<file path="src/rtl/sigmoid_sequencer.sv">
// ----------------------------------------------------------------------------
// sigmoid_sequencer
//   Job controller for one stochastic sigmoid neuron. A W-bit operand is
//   encoded as a unipolar bitstream (x_bit_o = lfsr < operand). The controller
//   holds the neuron datapath in reset for CLR cycles, streams WARM warm-up
//   cycles that are not counted, then counts sig_y_i ones over 2^LEN_LOG2
//   cycles. The count is scaled to a W-bit result and held until accepted.
//
// Ports
//   clk          clock, rising edge
//   rst          asynchronous active-high reset
//   in_valid_i   operand valid
//   in_ready_o   high only in IDLE
//   operand_i    W-bit job operand, captured on in_valid_i & in_ready_o
//   x_bit_o      input bitstream to the neuron
//   sig_n_rst_o  active-low neuron datapath reset (high in WARMUP/COUNT)
//   sig_y_i      neuron output bitstream (sampled in COUNT only)
//   out_valid_o  result valid
//   out_ready_i  result accepted on out_valid_o & out_ready_i
//   result_o     scaled ones count
//   busy_o       controller not idle
//
// Configuration macro
//   SIGSEQ_LFSR_RESEED_EN  reload the LFSR with SEED whenever a job is
//                          accepted; otherwise the LFSR free-runs from reset.
// ----------------------------------------------------------------------------
module sigmoid_sequencer #(
   parameter int           W        = 8,
   parameter int           LEN_LOG2 = 8,
   parameter int           CLR      = 2,
   parameter int           WARM     = 16,
   parameter logic [W-1:0] SEED     = 8'h5A,
   parameter logic [W-1:0] TAPS     = 8'hB8
) (
   input  logic         clk,
   input  logic         rst,
   input  logic         in_valid_i,
   output logic         in_ready_o,
   input  logic [W-1:0] operand_i,
   output logic         x_bit_o,
   output logic         sig_n_rst_o,
   input  logic         sig_y_i,
   output logic         out_valid_o,
   input  logic         out_ready_i,
   output logic [W-1:0] result_o,
   output logic         busy_o
);

   localparam logic [2:0] S_IDLE   = 3'd0;
   localparam logic [2:0] S_CLEAR  = 3'd1;
   localparam logic [2:0] S_WARMUP = 3'd2;
   localparam logic [2:0] S_COUNT  = 3'd3;
   localparam logic [2:0] S_DONE   = 3'd4;

   // One phase counter is shared by CLEAR, WARMUP and COUNT; size it for
   // the longest of the three.
   localparam int CW0 = (LEN_LOG2 > $clog2(CLR + 1)) ? LEN_LOG2 : $clog2(CLR + 1);
   localparam int CW  = ((CW0 > $clog2(WARM + 1)) ? CW0 : $clog2(WARM + 1)) + 1;
   localparam int OW  = LEN_LOG2 + 1;

   localparam logic [CW-1:0] CLR_LAST  = CW'(CLR - 1);
   localparam logic [CW-1:0] WARM_LAST = CW'((WARM > 0) ? WARM - 1 : 0);
   localparam logic [CW-1:0] LEN_LAST  = CW'((2 ** LEN_LOG2) - 1);
   localparam logic [OW-1:0] ONES_FULL = {1'b1, {LEN_LOG2{1'b0}}};

   logic [2:0]    state_q, state_d;
   logic [W-1:0]  lfsr_q, lfsr_d;
   logic [W-1:0]  opnd_q, opnd_d;
   logic [CW-1:0] cnt_q, cnt_d;
   logic [OW-1:0] ones_q, ones_d;
   logic [W-1:0]  result_q, result_d;
   logic          ovld_q, ovld_d;
   logic [W-1:0]  scaled;
   logic          streaming;

   // A full window of ones would wrap after truncation, so it saturates.
   assign scaled = (ones_q == ONES_FULL) ? {W{1'b1}} : W'(ones_q >> (LEN_LOG2 - W));

   always_comb begin
      state_d  = state_q;
      opnd_d   = opnd_q;
      cnt_d    = cnt_q;
      ones_d   = ones_q;
      result_d = result_q;
      ovld_d   = ovld_q;
      // Galois LFSR, advances every cycle regardless of state
      lfsr_d   = {1'b0, lfsr_q[W-1:1]} ^ (lfsr_q[0] ? TAPS : {W{1'b0}});
      case (state_q)
         S_IDLE: begin
            if (in_valid_i) begin
               state_d = S_CLEAR;
               opnd_d  = operand_i;
               cnt_d   = '0;
               ones_d  = '0;
`ifdef SIGSEQ_LFSR_RESEED_EN
               lfsr_d  = SEED;
`endif
            end
         end
         S_CLEAR: begin
            ones_d = '0;
            if (cnt_q == CLR_LAST) begin
               cnt_d   = '0;
               state_d = (WARM == 0) ? S_COUNT : S_WARMUP;
            end else begin
               cnt_d = cnt_q + CW'(1);
            end
         end
         S_WARMUP: begin
            if (cnt_q == WARM_LAST) begin
               cnt_d   = '0;
               state_d = S_COUNT;
            end else begin
               cnt_d = cnt_q + CW'(1);
            end
         end
         S_COUNT: begin
            ones_d = ones_q + OW'(sig_y_i);
            if (cnt_q == LEN_LAST) begin
               cnt_d   = '0;
               state_d = S_DONE;
            end else begin
               cnt_d = cnt_q + CW'(1);
            end
         end
         S_DONE: begin
            // First DONE cycle loads the result from the settled ones count;
            // out_valid is only raised once the result register holds it.
            if (!ovld_q) begin
               ovld_d   = 1'b1;
               result_d = scaled;
            end else if (out_ready_i) begin
               ovld_d  = 1'b0;
               state_d = S_IDLE;
            end
         end
         default: state_d = S_IDLE;
      endcase
   end

   always_ff @(posedge clk or posedge rst) begin
      if (rst) begin
         state_q  <= S_IDLE;
         lfsr_q   <= SEED;
         opnd_q   <= '0;
         cnt_q    <= '0;
         ones_q   <= '0;
         result_q <= '0;
         ovld_q   <= 1'b0;
      end else begin
         state_q  <= state_d;
         lfsr_q   <= lfsr_d;
         opnd_q   <= opnd_d;
         cnt_q    <= cnt_d;
         ones_q   <= ones_d;
         result_q <= result_d;
         ovld_q   <= ovld_d;
      end
   end

   assign streaming   = (state_q == S_WARMUP) || (state_q == S_COUNT);
   assign x_bit_o     = streaming && (lfsr_q < opnd_q);
   assign sig_n_rst_o = streaming;
   assign in_ready_o  = (state_q == S_IDLE);
   assign busy_o      = (state_q != S_IDLE);
   assign out_valid_o = ovld_q;
   assign result_o    = result_q;

endmodule

</file>
<file path="config.mk">
export PLATFORM = sky130hd
export DESIGN_NAME = sigmoid_sequencer
export DESIGN_NICKNAME = d
export VERILOG_FILES = /design/src/rtl/sigmoid_sequencer.sv
export SDC_FILE = /design/constraint.sdc
export NUM_CORES = 1
export LEC_CHECK = 0
export BUFFER_PORTS_ARGS = -buffer_cell sky130_fd_sc_hd__buf_2
export CORE_MARGIN = 8
export CORE_UTILIZATION = 55
export DETAILED_ROUTE_END_ITERATION = 8
export HOLD_SLACK_MARGIN = 0.02
export PLACE_DENSITY = 0.84
export SLEW_MARGIN = 20
export SYNTH_ARGS = -nofsm -noshare
export SYNTH_HDL_FRONTEND = slang
export SYNTH_SLANG_ARGS = --single-unit
</file>
<file path="constraint.sdc">
create_clock -name clk -period 2.8 [get_ports clk]
set_input_delay 0.28 -clock clk [delete_from_list [all_inputs] [get_ports clk]]
set_output_delay 0.28 -clock clk [all_outputs]
set_load 0.05 [all_outputs]
</file>
# Word level (Yosys, flattened, before mapping)
# Index checks and enable logic that the tools add are counted.
# W data, S select, Z words.
# classes
eq_ne,14
n_mux,17
n_addsub,2
order_cmp,1
bitwise_logic,2
n_reduce_logical,11
# ops
op,count
$mux W9,4
$pmux W9 S4,1
$pmux W9 S3,1
$mux W3,6
$mux W8,2
$pmux W3 S5,1
$ne A2 B2 Y1 const B,6
$add A9 B1 Y9,1
$add A9 B1 Y9 const B,1
$eq A9 B1 Y1 const B,1
$eq A9 B4 Y1 const B,1
$eq A9 B8 Y1 const B,1
$eq A9 B9 Y1 const B,1
$lt A8 B8 Y1,1
$reduce_and A2 Y1,4
$xor A7 B8 Y8,1
$eq A3 B2 Y1 const B,2
$reduce_and A6 Y1,1
$reduce_bool A3 Y1,2
$reduce_bool A4 Y1,1
$eq A3 B1 Y1 const B,1
$eq A3 B3 Y1 const B,1
$logic_not A3 Y1,1
$mux W1,2
other kinds (3),3
# totals
regBits,46

# Logic depth before layout (Yosys ltp)
# Gate-level depths: netlist of run 1.
# depth
word_depth,3
ltp_mapped,11
ltp_nobuf,11

# Worst setup path after synthesis of run 1
# No wires, ideal clock.
# synth_timing
kind,flip-flop to output port
start,register lfsr_q[4]
end,output x_bit_o
arrival_time_ns,3.756
path_buffers,0
path_slack_ns,-1.236
required_ns,2.520
stages_incl_launch_ff,7
path_cell_list,dfstp_2 ha_1 a21o_1 a21oi_1 o21ai_1 a21o_1 a2111oi_0
# synth_between
elab_chain_len,2
# synth_rtl
element,line,text
start: declaration,67,"logic [W-1:0] lfsr_q, lfsr_d;"
start signal: assignment,152,lfsr_q <= lfsr_d;
$lt A8 B8 Y1,162,assign x_bit_o = streaming && (lfsr_q < opnd_q);
$logic_and A1 B1 Y1,162,
end: declaration,40,"output logic x_bit_o,"
# No other way between the ends.

# Worst setup path in the final report of run 1
# Ends and elaborated chain as after synthesis.

==> results.json, run 1 <==
{
  "die_w_um": 80.54,
  "cts_tree": "yes",
  "synthesis.area_per_instance_um2": 10.46,
  "fin_tns_setup_ns": 0,
  "timing.final.hold_violations": 0,
  "regToRegStartpoint": "cnt_q[0]",
  "timing.reg2reg.worst_path_depth": 11,
  "cts_hold_repair.buffers": 0,
  "ys_warn_count": 0,
  "pwr_density_cell_nw_per_um2": 463.0,
  "num_antenna_cells": 0,
  "setup_repair_after_global_routing_missed_its_margin": "false",
  "htree_num_levels": 2,
  "critical_path_required_ns": 2.52,
  "setup.worst_path.class": "flop to primary output",
  "gr-total-overflow": 0,
  "chip_height_um": 80.54,
  "drive_gt1_share_pct": 20.48,
  "wire_length_of_the_first_global_routing_pass_mm": 7.728,
  "worst_reg2reg_path_endpoint": "cnt_q[4]",
  "worst_setup_path_startpoint": "lfsr_q[4]",
  "drv.max_cap_violation_count": 0,
  "status": "complete, no violations",
  "reg2reg_slack_ns": 0.57,
  "die_area_um2": 6487,
  "drc_markers": 0,
  "place.detailed.instances": 291,
  "grt_util_all_layers_pct": 15.30,
  "synth_area_leaders": "sky130_fd_sc_hd__dfrtp_1 (46%), sky130_fd_sc_hd__ha_1 (7.1%), sky130_fd_sc_hd__dfstp_2 (4.6%), sky130_fd_sc_hd__nand2_1 (3.4%), sky130_fd_sc_hd__o22a_1 (3.1%)",
  "syn-num-nets": 245,
  "cpLargestDelayFamily": "compound AO/OA/AOI/OAI gates",
  "postCtsResizedCells": 0,
  "timing.final.crit_share_pct": 92.29,
  "setup_violations": 0,
  "dr.pass1.iters": 4,
  "drt-total-wl_mm": 4.364,
  "layout.nets": 274,
  "min_path_type": "primary input to asynchronous set/reset pin",
  "synth_ff_type": "sky130_fd_sc_hd__dfrtp_1",
  "finClkSkew_ns": 0.008100,
  "fmax_ghz": 0.3870,
  "wire_per_inst_um": 14.60,
  "initial_utilization_pct": 57.27,
  "yosysTopAreaCell": "sky130_fd_sc_hd__dfrtp_1",
  "synth-edff-count": 0,
  "final-max-slew-violation-count": 0,
  "grt_start_max_net_pins": 30,
  "via_count_of_the_first_global_routing_pass": 1594,
  "cp_slowest_stage_delay_ns": 0.55,
  "cts_inserted_buffers": 5,
  "maximum_root_to_sink_buffer_count": 2,
  "crit_path_start_kind": "flop",
  "clock_tree.root_cell": "sky130_fd_sc_hd__clkbuf_8",
  "synth.cell_area_um2": 2291,
  "detailroute.via_count": 1638,
  "worst_vdd_rail_ir_drop_v": 0.0003426,
  "post_route_antenna_net_violation_count": 0,
  "number_of_sinks_on_the_clock_net": 46,
  "path_clk_slew_ns": 0.09,
  "crit_chain": "ha_1 > a21o_1 > a21oi_1 > o21ai_1 > a21o_1 > a2111oi_2 > buf_2",
  "tightest_slew_margin_relative_to_the_limit_pct": 48.02,
  "final.hold.worst_slack_ns": 0.02725,
  "synth_async_sr_flop_share_pct": 100.0,
  "timing_worst_slew_pin_value_ns": 0.7713,
  "cts_post_setup_buffers_inserted": 0,
  "post_synth_most_frequent_cells": "sky130_fd_sc_hd__dfrtp_1 (42), sky130_fd_sc_hd__nand2_1 (21), sky130_fd_sc_hd__inv_1 (18), sky130_fd_sc_hd__nor2_1 (17), sky130_fd_sc_hd__ha_1 (13)",
  "synthMostInstantiatedCell": "sky130_fd_sc_hd__dfrtp_1",
  "grt_antenna_before_repair": 0,
  "path_common_cell": "sky130_fd_sc_hd__a21o_1",
  "cell_count_after_synthesis": 219,
  "synthToLayoutAreaGrowth_pct": 13.11,
  "worstPathArrival_ns": 2.30,
  "hpwlAfterDp_mm": 3.246,
  "critical_path.n_buffers_inverters": 1,
  "power.leakage_nw": 1.285,
  "post_layout_nonfiller_instances": 299,
  "maximum_fanout_along_the_worst_path": 2,
  "synth_seq_area_share_pct": 50.46,
  "clock_insertion_delay_worst_skew_ns": 0.30,
  "critical_path.slowest_cell": "sky130_fd_sc_hd__dfstp_2",
  "port_buffers": 25,
  "timing.final.crit_period_ns": 2.584,
  "netlist-cell-type-count": 48,
  "io-pin-count": 26,
  "drt_iter0_markers": 130,
  "synth_top_cell_area_share_pct": 45.88,
  "synth.ff_latch_count": 46,
  "core_um2": 4000,
  "number_of_core_rows": 23,
  "globalplace.congestion": 0.8447,
  "drt-vias-per-instance": 5.478,
  "crit_path_end_kind": "primary output"
}
==> power by group <==
part	switching, W	total (W)	internal (W)
clock network	0.000220	0.000511	0.000291
registers	0	0.000664	0.000664
logic	0.0000172	0.0000251	0.00000789
total	0.000237	0.00120	0.000963
==> sequential cells by signal (all words and copies together), names as in the netlist <==
| register | count |
|---|---|
| cnt_q | 9 |
| ones_q | 9 |
| lfsr_q | 8 |
| opnd_q | 8 |
| result_o | 8 |
| state_q | 3 |
| out_valid_o | 1 |
==> worst max path at each step <==
| stage | end | slack, ns | cells past startpoint |
|---|---|---|---|
| after detailed placement | x_bit_o | 0.54 | 7 |
| after CTS | x_bit_o | 0.20 | 7 |
| after floorplan | x_bit_o | 0.10 | 6 |
| after global routing | x_bit_o | 0.1 | 7 |
| final | x_bit_o | 0.22 | 7 |
| after global placement | x_bit_o | 0.56 | 7 |
==> cell families (layout without fill, tap and decap cells) <==
| logic type | Yosys count | count (layout) | synth area share [%] |
|---|---|---|---|
| AOI/OAI and AO/OA | 50 | 50 | 16.93 |
| xor gates and xnor gates | 10 | 10 | 3.823 |
| muxes | 2 | 2 | 0.9830 |
| DFF | 46 | 46 | 50.46 |
| buffers and inverters | 24 | 54 | 4.205 |
| and+or+nand+nor | 74 | 74 | 16.49 |
| adders and majority gates | 13 | 13 | 7.100 |
==> layer usage <==
layer,GRT usage [%],vias to the layer above,share of wire [%]
met5,0,-,0
met4,5.455,0,1.4
met3,4.688,5,4.7
met2,22.85,29,45
met1,20.30,778,48
li1,-,826,-
==> layout by cell type, fill, tap and decap left out, drive strengths merged, types with 3 or more instances in the layout <==
master / synthesis / final
a21oi: 4 / 4
nand2b: 4 / 4
nand3: 10 / 10
xnor2: 4 / 4
inv: 19 / 19
dfrtp: 42 / 42
nand2: 21 / 21
buf: 3 / 27
dfstp: 4 / 4
o21ai: 18 / 18
nor2: 18 / 18
o2111ai: 3 / 3
nor3: 7 / 7
ha: 13 / 13
o22ai: 3 / 3
clkbuf: 2 / 7
o22a: 8 / 8
xor2: 6 / 6
a21o: 3 / 3
==> stage by stage <==
stage / worst slack (ns) / utilization [%] / total power, W / instance area [um2]
2_1_floorplan: 0.1001 / - / 0.0006888 / 2297
3_3_place_gp: 0.5566 / 61.87 / 0.0007026 / 2475
3_5_place_dp: 0.5355 / 61.87 / 0.0007032 / 2475
4_1_cts: 0.1972 / 64.78 / 0.001210 / 2591
5_1_grt: 0.09990 / 64.78 / 0.001247 / 2591
6_report: 0.2160 / 64.78 / 0.001200 / 2591
==> cell type report <==
| cell class | count | area, um2 |
|---|---|---|
| clock inverters | 1 | 30.03 |
| repair buffers | 27 | 140.1 |
| fillers | 309 | 1409 |
| multi-input cells | 149 | 1045 |
| inverters | 19 | 71.32 |
| well taps | 50 | 62.56 |
| clock buffers | 7 | 86.33 |
| flip-flops and latches | 46 | 1156 |
(Power assumes the default switching activity.)
==> inputs of run 2 (changes only) <==
PLACE_DENSITY = 0.78   (was 0.84)
==> results.json, run 2 (synthesis gave the netlist of run 1 again) <==
{
  "via_count_of_the_first_global_routing_pass": 1613,
  "cts_tree": "yes",
  "num_antenna_cells": 0,
  "path_clk_slew_ns": 0.09,
  "post_layout_nonfiller_instances": 299,
  "min_path_type": "primary input to asynchronous set/reset pin",
  "drc_markers": 0,
  "timing_worst_slew_pin_value_ns": 0.9103,
  "grtUsageMet3_pct": 4.018,
  "critical_path.slowest_cell": "sky130_fd_sc_hd__dfstp_2",
  "grt_use_met1_pct": 18.98,
  "drt_iter0_markers": 77,
  "pwr_density_cell_nw_per_um2": 421.2,
  "chip_height_um": 80.54,
  "path_common_cell": "sky130_fd_sc_hd__a21o_1",
  "number_of_core_rows": 23,
  "footprint_of_the_multi_input_gates_um2": 1045,
  "port_buffers": 25,
  "cp_slowest_stage_delay_ns": 0.55,
  "die_w_um": 80.54,
  "gr-total-overflow": 0,
  "cts_hold_repair.buffers": 0,
  "post_route_antenna_net_violation_count": 0,
  "hpwlAfterDp_mm": 3.143,
  "fmax_ghz": 0.3774,
  "synthToLayoutAreaGrowth_pct": 11.91,
  "die_area_um2": 6487,
  "int_power_w": 0.0008472,
  "setup_violations": 0,
  "final-max-slew-violation-count": 0,
  "cpLargestDelayFamily": "compound AO/OA/AOI/OAI gates",
  "drt-vias-per-instance": 5.408,
  "power.share.sequential_pct": 61.5,
  "total_of_fill_cells_in_the_finished_design": 321,
  "grt_antenna_before_repair": 0,
  "initial_utilization_pct": 57.27,
  "worst_vdd_rail_ir_drop_v": 0.0003159,
  "wire_per_inst_um": 14.43,
  "io-pin-count": 26,
  "critical_path.n_buffers_inverters": 1,
  "critical_path_required_ns": 2.52,
  "status": "complete, no violations",
  "postCtsResizedCells": 0,
  "area.sequential_um2": 1156,
  "clock_tree.root_cell": "sky130_fd_sc_hd__clkbuf_8",
  "cts_inserted_buffers": 5,
  "cts_post_setup_buffers_inserted": 0,
  "setup_repair_after_global_routing_missed_its_margin": "false",
  "drt-total-wl_mm": 4.314,
  "finClkSkew_ns": 0.009350,
  "timing.final.crit_period_ns": 2.650,
  "final_cell_mix": "sky130_fd_sc_hd__dfrtp_1 (42), sky130_fd_sc_hd__buf_2 (24), sky130_fd_sc_hd__nand2_1 (21), sky130_fd_sc_hd__nor2_1 (17), sky130_fd_sc_hd__inv_1 (17)",
  "grt_util_all_layers_pct": 14.80,
  "number_of_sinks_on_the_clock_net": 46,
  "layout.cells.most_common": "sky130_fd_sc_hd__dfrtp_1",
  "detailroute.via_count": 1617,
  "core_um2": 4000,
  "comb_power_share_pct": 2.2,
  "timing.final.crit_share_pct": 94.64,
  "power.share.switching_pct": 21.54,
  "drive_gt1_share_pct": 20.48,
  "top_regs": "cnt_q (9), ones_q (9)",
  "busiest_layer": "met2",
  "power.leakage_nw": 1.272,
  "drv.max_cap_violation_count": 0,
  "fin_tns_setup_ns": 0,
  "grt.met2_usage_pct": 23.10,
  "worstPathArrival_ns": 2.37,
  "total_switching_power_w": 0.0002326,
  "dr.pass1.iters": 4,
  "clock_insertion_delay_worst_skew_ns": 0.30,
  "crit_path_start_kind": "flop",
  "htree_num_levels": 2,
  "layout.nets": 274,
  "timing.final.hold_violations": 0,
  "wire_length_of_the_first_global_routing_pass_mm": 7.596,
  "place.detailed.instances": 291,
  "maximum_fanout_along_the_worst_path": 2,
  "clkPwrFrac_pct": 36.3,
  "grt_start_max_net_pins": 47,
  "crit_chain": "ha_1 > a21o_1 > a21oi_1 > o21ai_1 > a21o_1 > a2111oi_2 > buf_4",
  "setup.worst_path.class": "flop to primary output",
  "crit_path_end_kind": "primary output",
  "globalplace.congestion": 0.7593,
  "maximum_root_to_sink_buffer_count": 2,
  "tightest_slew_margin_relative_to_the_limit_pct": 39.23
}
## run 2: final timing paths
check | start | endpoint | slack, ns | depth (start not counted)
setup / recovery | lfsr_q[4] | x_bit_o | 0.15 | 7
max in group asynchronous | rst | cnt_q[0] | 2.05 | 2
setup reg to reg | cnt_q[0] | cnt_q[4] | 0.47 | 11
min in group clk | operand_i[5] | opnd_q[5] | 0.19 | 3
hold reg to reg | lfsr_q[2] | lfsr_q[1] | 0.40 | 0
hold / removal | rst | opnd_q[7] | 0.18 | 2
## run 2: per-layer routing
| metal | vias to the layer above | part of all wire (%) | routed length (um) |
|---|---|---|---|
| li1 | 827 | - | - |
| met1 | 751 | 48 | 2092 |
| met2 | 35 | 45 | 1951 |
| met3 | 4 | 4.9 | 213 |
| met4 | 0 | 1.3 | 57 |
| met5 | - | 0 | 0 |
## run 2: power groups by stage
stage / combinational [W] / clock [W] / sequential (W)
global placement: 0.0000248 / 0 / 0.000677
detailed placement: 0.0000253 / 0 / 0.000677
CTS: 0.0000252 / 0.000404 / 0.000664
global route: 0.0000287 / 0.000433 / 0.000664
finish: 0.0000237 / 0.000392 / 0.000664
floorplan: 0.0000118 / 0 / 0.000677
## run 2: area by class of cell
cell class,instances,share of cell area [%]
clock inverters,2,0.5368
clock buffers,6,2.831
repair buffers,27,5.564
multi-input cells,149,40.75
flip-flops and latches,46,45.10
inverters,19,2.782
well taps,50,2.440
## run 2: metrics by stage
stage	setup WS [ns]	power (W)	area (um2)	hold WS, ns	utilization [%]
5_1_grt	0.03133	0.001126	2564	0.1954	64.09
2_1_floorplan	0.1001	0.0006888	2297	0.3605	-
4_1_cts	0.04425	0.001093	2561	0.1823	64.03
3_3_place_gp	0.5299	0.0007018	2475	0.3669	61.87
3_5_place_dp	0.3854	0.0007023	2475	0.3740	61.87
6_report	0.1501	0.001080	2564	0.1782	64.09
